<file path="config.mk">
export PLATFORM = sky130hd
export DESIGN_NAME = wb_cache_arbiter
export DESIGN_NICKNAME = d
export VERILOG_FILES = /design/src/rtl/wb_cache_arbiter.sv
export SDC_FILE = /design/constraint.sdc
export NUM_CORES = 1
export LEC_CHECK = 0
export ABC_CLOCK_PERIOD_IN_PS = 1900
export CAP_MARGIN = 10
export CORE_AREA = 2 2 332 334
export CTS_CLUSTER_DIAMETER = 30
export DETAILED_ROUTE_END_ITERATION = 8
export DIE_AREA = 0 0 334 336
export SLEW_MARGIN = 40
export SYNTH_ARGS = -nofsm -noshare
export SYNTH_HDL_FRONTEND = slang
export SYNTH_SLANG_ARGS = --single-unit
</file>
<file path="constraint.sdc">
create_clock -name clk -period 1.9 [get_ports clk]
set_input_delay 0.19 -clock clk [delete_from_list [all_inputs] [get_ports clk]]
set_output_delay 0.19 -clock clk [all_outputs]
set_load 0.02 [all_outputs]
</file>
<file path="src/rtl/wb_cache_arbiter.sv">
// ----------------------------------------------------------------------------
// wb_cache_arbiter
//
// Two-master to one-slave Wishbone classic (single-beat) arbiter that merges
// icache and dcache miss traffic onto the single L2 cache port. It carries
// full cache lines (DATA_W bits with SEL_W byte selects). One master holds the
// grant until L2 acknowledges or the master aborts by dropping cyc.
//
// Ports:
//   clk, rst_n                      clock, asynchronous active-low reset
//   i_cyc/i_stb/i_we/i_sel/i_adr/i_dat_m   icache master request inputs
//   i_dat_s, i_ack                  icache read data / acknowledge
//   d_cyc/d_stb/d_we/d_sel/d_adr/d_dat_m   dcache master request inputs
//   d_dat_s, d_ack                  dcache read data / acknowledge
//   l2_cyc/l2_stb/l2_we/l2_sel/l2_adr/l2_dat_m   request to L2 slave
//   l2_dat_s, l2_ack                read data / single-cycle ack from L2
//
// Handshake: a master requests while cyc && stb. A request seen in IDLE on a
// rising edge is presented to L2 in the following cycle (no combinational
// pass-through from IDLE). While granted, the master's signals are copied to
// L2 and l2_ack is routed back only to that master. The grant ends on the
// edge where l2_ack is 1 (or cyc drops), always returning through IDLE, so
// consecutive L2 transfers are separated by at least one idle cycle.
// ----------------------------------------------------------------------------
module wb_cache_arbiter #(
    parameter int ADDR_W = 12,
    parameter int DATA_W = 128,
    parameter int SEL_W  = DATA_W / 8
) (
    input  logic              clk,
    input  logic              rst_n,

    input  logic              i_cyc,
    input  logic              i_stb,
    input  logic              i_we,
    input  logic [SEL_W-1:0]  i_sel,
    input  logic [ADDR_W-1:0] i_adr,
    input  logic [DATA_W-1:0] i_dat_m,
    output logic [DATA_W-1:0] i_dat_s,
    output logic              i_ack,

    input  logic              d_cyc,
    input  logic              d_stb,
    input  logic              d_we,
    input  logic [SEL_W-1:0]  d_sel,
    input  logic [ADDR_W-1:0] d_adr,
    input  logic [DATA_W-1:0] d_dat_m,
    output logic [DATA_W-1:0] d_dat_s,
    output logic              d_ack,

    output logic              l2_cyc,
    output logic              l2_stb,
    output logic              l2_we,
    output logic [SEL_W-1:0]  l2_sel,
    output logic [ADDR_W-1:0] l2_adr,
    output logic [DATA_W-1:0] l2_dat_m,
    input  logic [DATA_W-1:0] l2_dat_s,
    input  logic              l2_ack
);

    typedef enum logic [1:0] {
        IDLE  = 2'd0,
        GNT_I = 2'd1,
        GNT_D = 2'd2
    } state_t;

    state_t state, state_nxt;
    logic   last_d;          // 1: dcache was the most recently granted master
    logic   req_i, req_d;

    assign req_i = i_cyc & i_stb;
    assign req_d = d_cyc & d_stb;

    // Read data is broadcast; only the ack carries the grant.
    assign i_dat_s = l2_dat_s;
    assign d_dat_s = l2_dat_s;

    always_ff @(posedge clk or negedge rst_n) begin
        if (!rst_n) begin
            state  <= IDLE;
            last_d <= 1'b0;
        end else begin
            state <= state_nxt;
            // Round-robin memory only moves when a grant is actually issued.
            if (state == IDLE && state_nxt == GNT_D) begin
                last_d <= 1'b1;
            end else if (state == IDLE && state_nxt == GNT_I) begin
                last_d <= 1'b0;
            end
        end
    end

    always_comb begin
        state_nxt = state;
        l2_cyc    = 1'b0;
        l2_stb    = 1'b0;
        l2_we     = 1'b0;
        l2_sel    = '0;
        l2_adr    = '0;
        l2_dat_m  = '0;
        i_ack     = 1'b0;
        d_ack     = 1'b0;

        case (state)
            IDLE: begin
                // An l2_ack seen here belongs to an abandoned transfer and is dropped.
                if (req_i && req_d) begin
                    state_nxt = last_d ? GNT_I : GNT_D;
                end else if (req_i) begin
                    state_nxt = GNT_I;
                end else if (req_d) begin
                    state_nxt = GNT_D;
                end
            end

            GNT_I: begin
                l2_cyc   = i_cyc;
                // stb is qualified by cyc so L2 never sees a strobe outside a cycle.
                l2_stb   = i_stb & i_cyc;
                l2_we    = i_we;
                l2_sel   = i_sel;
                l2_adr   = i_adr;
                l2_dat_m = i_dat_m;
                i_ack    = l2_ack;
                if (l2_ack || !i_cyc) begin
                    state_nxt = IDLE;
                end
            end

            GNT_D: begin
                l2_cyc   = d_cyc;
                l2_stb   = d_stb & d_cyc;
                l2_we    = d_we;
                l2_sel   = d_sel;
                l2_adr   = d_adr;
                l2_dat_m = d_dat_m;
                d_ack    = l2_ack;
                if (l2_ack || !d_cyc) begin
                    state_nxt = IDLE;
                end
            end

            default: begin
                state_nxt = IDLE;
            end
        endcase
    end

endmodule

</file>
### Word level (Yosys, flattened, before mapping)

Cells that the tools add are included.

| cells by class | value |
|---|---|
| $add $sub $neg | 0 |
| $mul | 0 |
| div/mod/pow operators | 0 |
| $lt $le $gt $ge | 0 |
| equality and inequality tests | 4 |
| shift operators | 0 |
| mux-type cells | 17 |
| bitwise gates (word level) | 2 |
| reduce and logical (&&, ||, !) cells | 9 |

Operators by type and width:

| cell | number |
|---|---|
| 128-bit one-hot mux with 2 select lines | 1 |
| 16-bit one-hot mux with 2 select lines | 1 |
| 12-bit one-hot mux with 2 select lines | 1 |
| 2-bit two-way mux | 6 |
| 1-bit one-hot mux with 2 select lines | 3 |
| 2-bit one-hot mux with 3 select lines | 1 |
| 2-bit by 1-bit == test with 1-bit output, second input constant | 2 |
| 2-bit == test, second input constant | 2 |
| 1-bit two-way mux | 4 |
| 1-bit logical AND | 3 |
| 1-bit AND | 2 |
| 1-bit logical NOT | 2 |
| 2-bit logical NOT | 1 |
| 1-bit logical OR | 2 |
| 2-bit nonzero test | 1 |

| storage, ports and cells | value |
|---|---|
| register bits | 3 |
| latch bits | 0 |
| bits in writable memories | 0 |
| memory bits (read-only) | 0 |
| bits of input ports | 449 |
| output and inout bits | 417 |
| word-level logic and storage cells | 34 |
| memories | 0 |

### Longest topological paths before layout

| logic depth | value |
|---|---|
| depth after elaboration | 9 |
| mapped depth | 7 |
| depth with buffers taken out | 6 |

### Worst setup path after synthesis

Ideal clock, no wire load.

| timing path | value |
|---|---|
| kind | flip-flop to output port |
| from | register state[1] |
| to | output port l2_adr[10] |
| arrival time | 1.633 ns |
| required time | 1.710 ns |
| slack | 0.077 ns |
| cell stages (with the launch flop) | 8 |
| buffers on the path | 3 |
| path through | dfrtp_1 > inv_1 > ha_1 > buf_2 > buf_2 > buf_1 > a22oi_1 > nor2b_1 |

| on the way | value |
|---|---|
| cells in the longest elaborated chain, start to end | 2 |

RTL lines:

| what | RTL line | RTL |
|---|---|---|
| start: declaration | 67 | `state_t state, state_nxt;` |
| start signal: assignment | 83 | `state <= state_nxt;` |
| 2-bit == test or 2-bit by 1-bit == test with 1-bit output (tied branches) | 104 | `case (state)` |
| 12-bit one-hot mux with 2 select lines (*) | 104 |  |
| end: declaration | 55 | `output logic [ADDR_W-1:0] l2_adr,` |

Every way passes the cells marked *; elsewhere a longest branch is shown, timed or not.

### Worst setup path in the final report

| timing path | value |
|---|---|
| from | register state[1] |
| to | output port l2_dat_m[124] |

| on the way | value |
|---|---|
| cells in the longest elaborated chain, start to end | 2 |

RTL lines:

| what | RTL line | RTL |
|---|---|---|
| 2-bit == test or 2-bit by 1-bit == test with 1-bit output (tied branches) | 104 |  |
| 128-bit one-hot mux with 2 select lines (*) | 104 |  |
| end: declaration | 56 | `output logic [DATA_W-1:0] l2_dat_m,` |

Marked as above.

==> results.sh <==
export IMPL_status="finished with violations"
export IMPL_violations="negative setup slack"
export IMPL_dpl_cell_area_um2=11000
export IMPL_worstSetupEndpoint="l2_dat_m[124]"
export IMPL_cts_buffers=3
export IMPL_gp_congestion=0.761
export IMPL_grt_pass1_vias=6420
export IMPL_synth_most_common_cell="buf_4"
export IMPL_fin_worst_skew_ns=0.000992
export IMPL_setup_ws_ns=-0.237
export IMPL_r2r_end="last_d"
export IMPL_grt_pass1_wl_um=89200
export IMPL_syn_avg_cell_area_um2=7.01
export IMPL_die_h_um=336
export IMPL_syn_to_final_growth_pct=201
export IMPL_grt_max_degree=31
export IMPL_remaining_drc_errors=0
export IMPL_r2r_start="state[1]"
export IMPL_routed_wirelength_um=77300
export IMPL_yosysWarnings=0
export IMPL_cts_buffer_depth=2
export IMPL_ys_top_cells_by_area="buf_4, a22oi_1, nor2b_1, clkbuf_1, buf_2"
export IMPL_slew_headroom_pct=71.1
export IMPL_syn_nets=1110
export IMPL_synth_cell_types=24
export IMPL_synth_flop_cell="dfrtp_1"
export IMPL_hold_class="primary input to asynchronous set/reset pin"
export IMPL_synth_top_cell_by_area="buf_4"
export IMPL_whs_ns=0.171
export IMPL_die_w_um=334
export IMPL_rsz0062_at_grt="yes"
export IMPL_timing_final_crit_share_pct=112
export IMPL_r2r_cells=8
export IMPL_cp_max_fo=8
export IMPL_hold_violations=0
export IMPL_arrival_ns=1.95
export IMPL_p_leak_nw=4.42
export IMPL_vias=6188
export IMPL_grt_ovfl_total=0
export IMPL_peakVddDrop_uv=790
export IMPL_dpl_hpwl_um=68500
export IMPL_finalSetupViolations=150
export IMPL_cts_root_buf="clkbuf_16"
export IMPL_yosysSeqAreaShare_pct=1.63
export IMPL_startpoint="state[1]"
export IMPL_htreeDepth=1
export IMPL_syn_area_um2=4610
export IMPL_synth_async_sr_flop_share_pct=100
export IMPL_r2r_slack_ns=-0.15
export IMPL_ioPinCount=866
export IMPL_grt_use_total_pct=12.9
export IMPL_worst_pin_slew_ns=0.433
export IMPL_core_um2=108000
export IMPL_clock_fmax_mhz=468
export IMPL_rows=121
export IMPL_synthTopCellsByCount="buf_4, nor2b_1, a22oi_1"
export IMPL_antenna_found_initial=19
export IMPL_die_area_um2=112000
export IMPL_post_route_util_pct=12.8
export IMPL_cts_hold_fix_buffers=0
export IMPL_synth_edf_count=0
export IMPL_drive_gt1_share_pct=59.8
export IMPL_wl_per_cell_um=32.7
export IMPL_clock_sinks=3
export IMPL_via_per_inst=2.62
export IMPL_p_per_area_nw_per_um2=1570
export IMPL_cts_tree="done"
export IMPL_worstSetupPathType="flop to output pin"
export IMPL_slew_viol_final=0
export IMPL_firstDrtPassIters=6
export IMPL_synth_seq_cells=3
export IMPL_start_util_pct=4.25
export IMPL_yosys_area_top_type_share_pct=41.7
export IMPL_place_ws_ns=-0.438
export IMPL_critPathLaunchType="flop"
export IMPL_max_cap_viol_count=0
export IMPL_cp_end_kind="output pin"
export IMPL_design_area_um2=13900
export IMPL_ant_nets=0
export IMPL_drt_iter0_markers=178
export IMPL_layout_nets=1396
export IMPL_io_buffers=481
export IMPL_min_period_ns=2.14
export IMPL_clk_latency_ns=0.22
export IMPL_path_clk_slew_ns=0.03
export IMPL_cp_required_ns=1.71
export IMPL_netlist_instances=657
where the power goes:
| group | internal (mW) | switching [mW] |
|---|---|---|
| combinational | 11.7 | 9.63 |
| clock | 0.277 | 0.0552 |
| sequential | 0.0915 | 0.0268 |
| total | 12.0 | 9.71 |
cell usage in the layout (no fill, tap or decap), drive strengths merged, types with 3 or more instances in the layout:
master / Yosys / layout
buf: 279 / 263
dfrtp: 3 / 3
a22oi: 158 / 158
nor2b: 159 / 159
a21oi: 3 / 3
ha: 4 / 4
and2: 3 / 3
diode: 0 / 7
clkbuf: 30 / 11
clkdlybuf4s50: 0 / 320
through the flow:
stage | std cells | total power [mW] | setup TNS (ns)
finish | 2363 | 21.8 | -16.02
global route | 2356 | 22.8 | -25.20
CTS | 2349 | 20.4 | -21.96
detailed placement | 2303 | 14.4 | -21.16
global placement | 2303 | 14.3 | -16.81
floorplan | 657 | 5.82 | 0
registers in the layout, summed over array words and instances, names as in the netlist:
signal  count
state       2
last_d      1
worst min-delay path by stage:
| stage | start | endpoint | slack (ns) | cells after the start |
|---|---|---|---|---|
| after floorplan | rst_n | last_d | -0.11 | 0 |
| after global placement | l2_dat_s[118] | d_dat_s[118] | 0.38 | 0 |
| after detailed placement | l2_dat_s[118] | d_dat_s[118] | 0.38 | 0 |
| after CTS | rst_n | last_d | 0.17 | 1 |
| after global routing | rst_n | last_d | 0.18 | 1 |
| final | rst_n | last_d | 0.17 | 1 |
layout make-up:
type / count / area (µm²)
Timing Repair Buffer: 590 / 7870
Tap cell: 1414 / 1770
Antenna cell: 7 / 17.5
Multi-Input combinational cell: 343 / 4070
Inverter: 2 / 7.51
Clock buffer: 4 / 78.8
Fill cell: 12272 / 94500
Sequential cell: 3 / 75.1
critical path, cell delays in order (launching register included):
cell and delay, ns:
dfrtp_1 0.40, buf_6 0.13, ha_4 0.17, buf_12 0.15, buf_12 0.16, buf_12 0.14
a22oi_2 0.29, nor2b_2 0.10, buf_12 0.15
repair_timing:
item                                    4_1_cts  5_1_grt
endpoints found under the setup margin      160      160
setup buffers                                31       11
cloned                                       14        8
pin swaps                                    13       34
gates resized for setup                     411      178
cell families (layout without fill, tap and decap cells):
| kind of cell | after synthesis | after routing | share of synthesized area (%) |
|---|---|---|---|
| buffers and inverters | 311 | 596 | 46.7 |
| other | 0 | 7 | 0 |
| flip-flops | 3 | 3 | 1.63 |
| AO/OA/AOI/OAI | 166 | 166 | 27.2 |
| AND/OR/NAND/NOR | 173 | 173 | 23.4 |
| adder cells (fa/ha/maj) | 4 | 4 | 1.09 |
routing by layer:
layer | GRT usage, % | vias up | part of all wire [%]
met5 | 0.255 | - | 0.25
met3 | 9.04 | 85 | 16
li1 | - | 2597 | -
met2 | 20.5 | 636 | 45
met4 | 2.18 | 22 | 2.1
met1 | 14.1 | 2848 | 36
No activity file was read; power rests on OpenSTA's default activity.
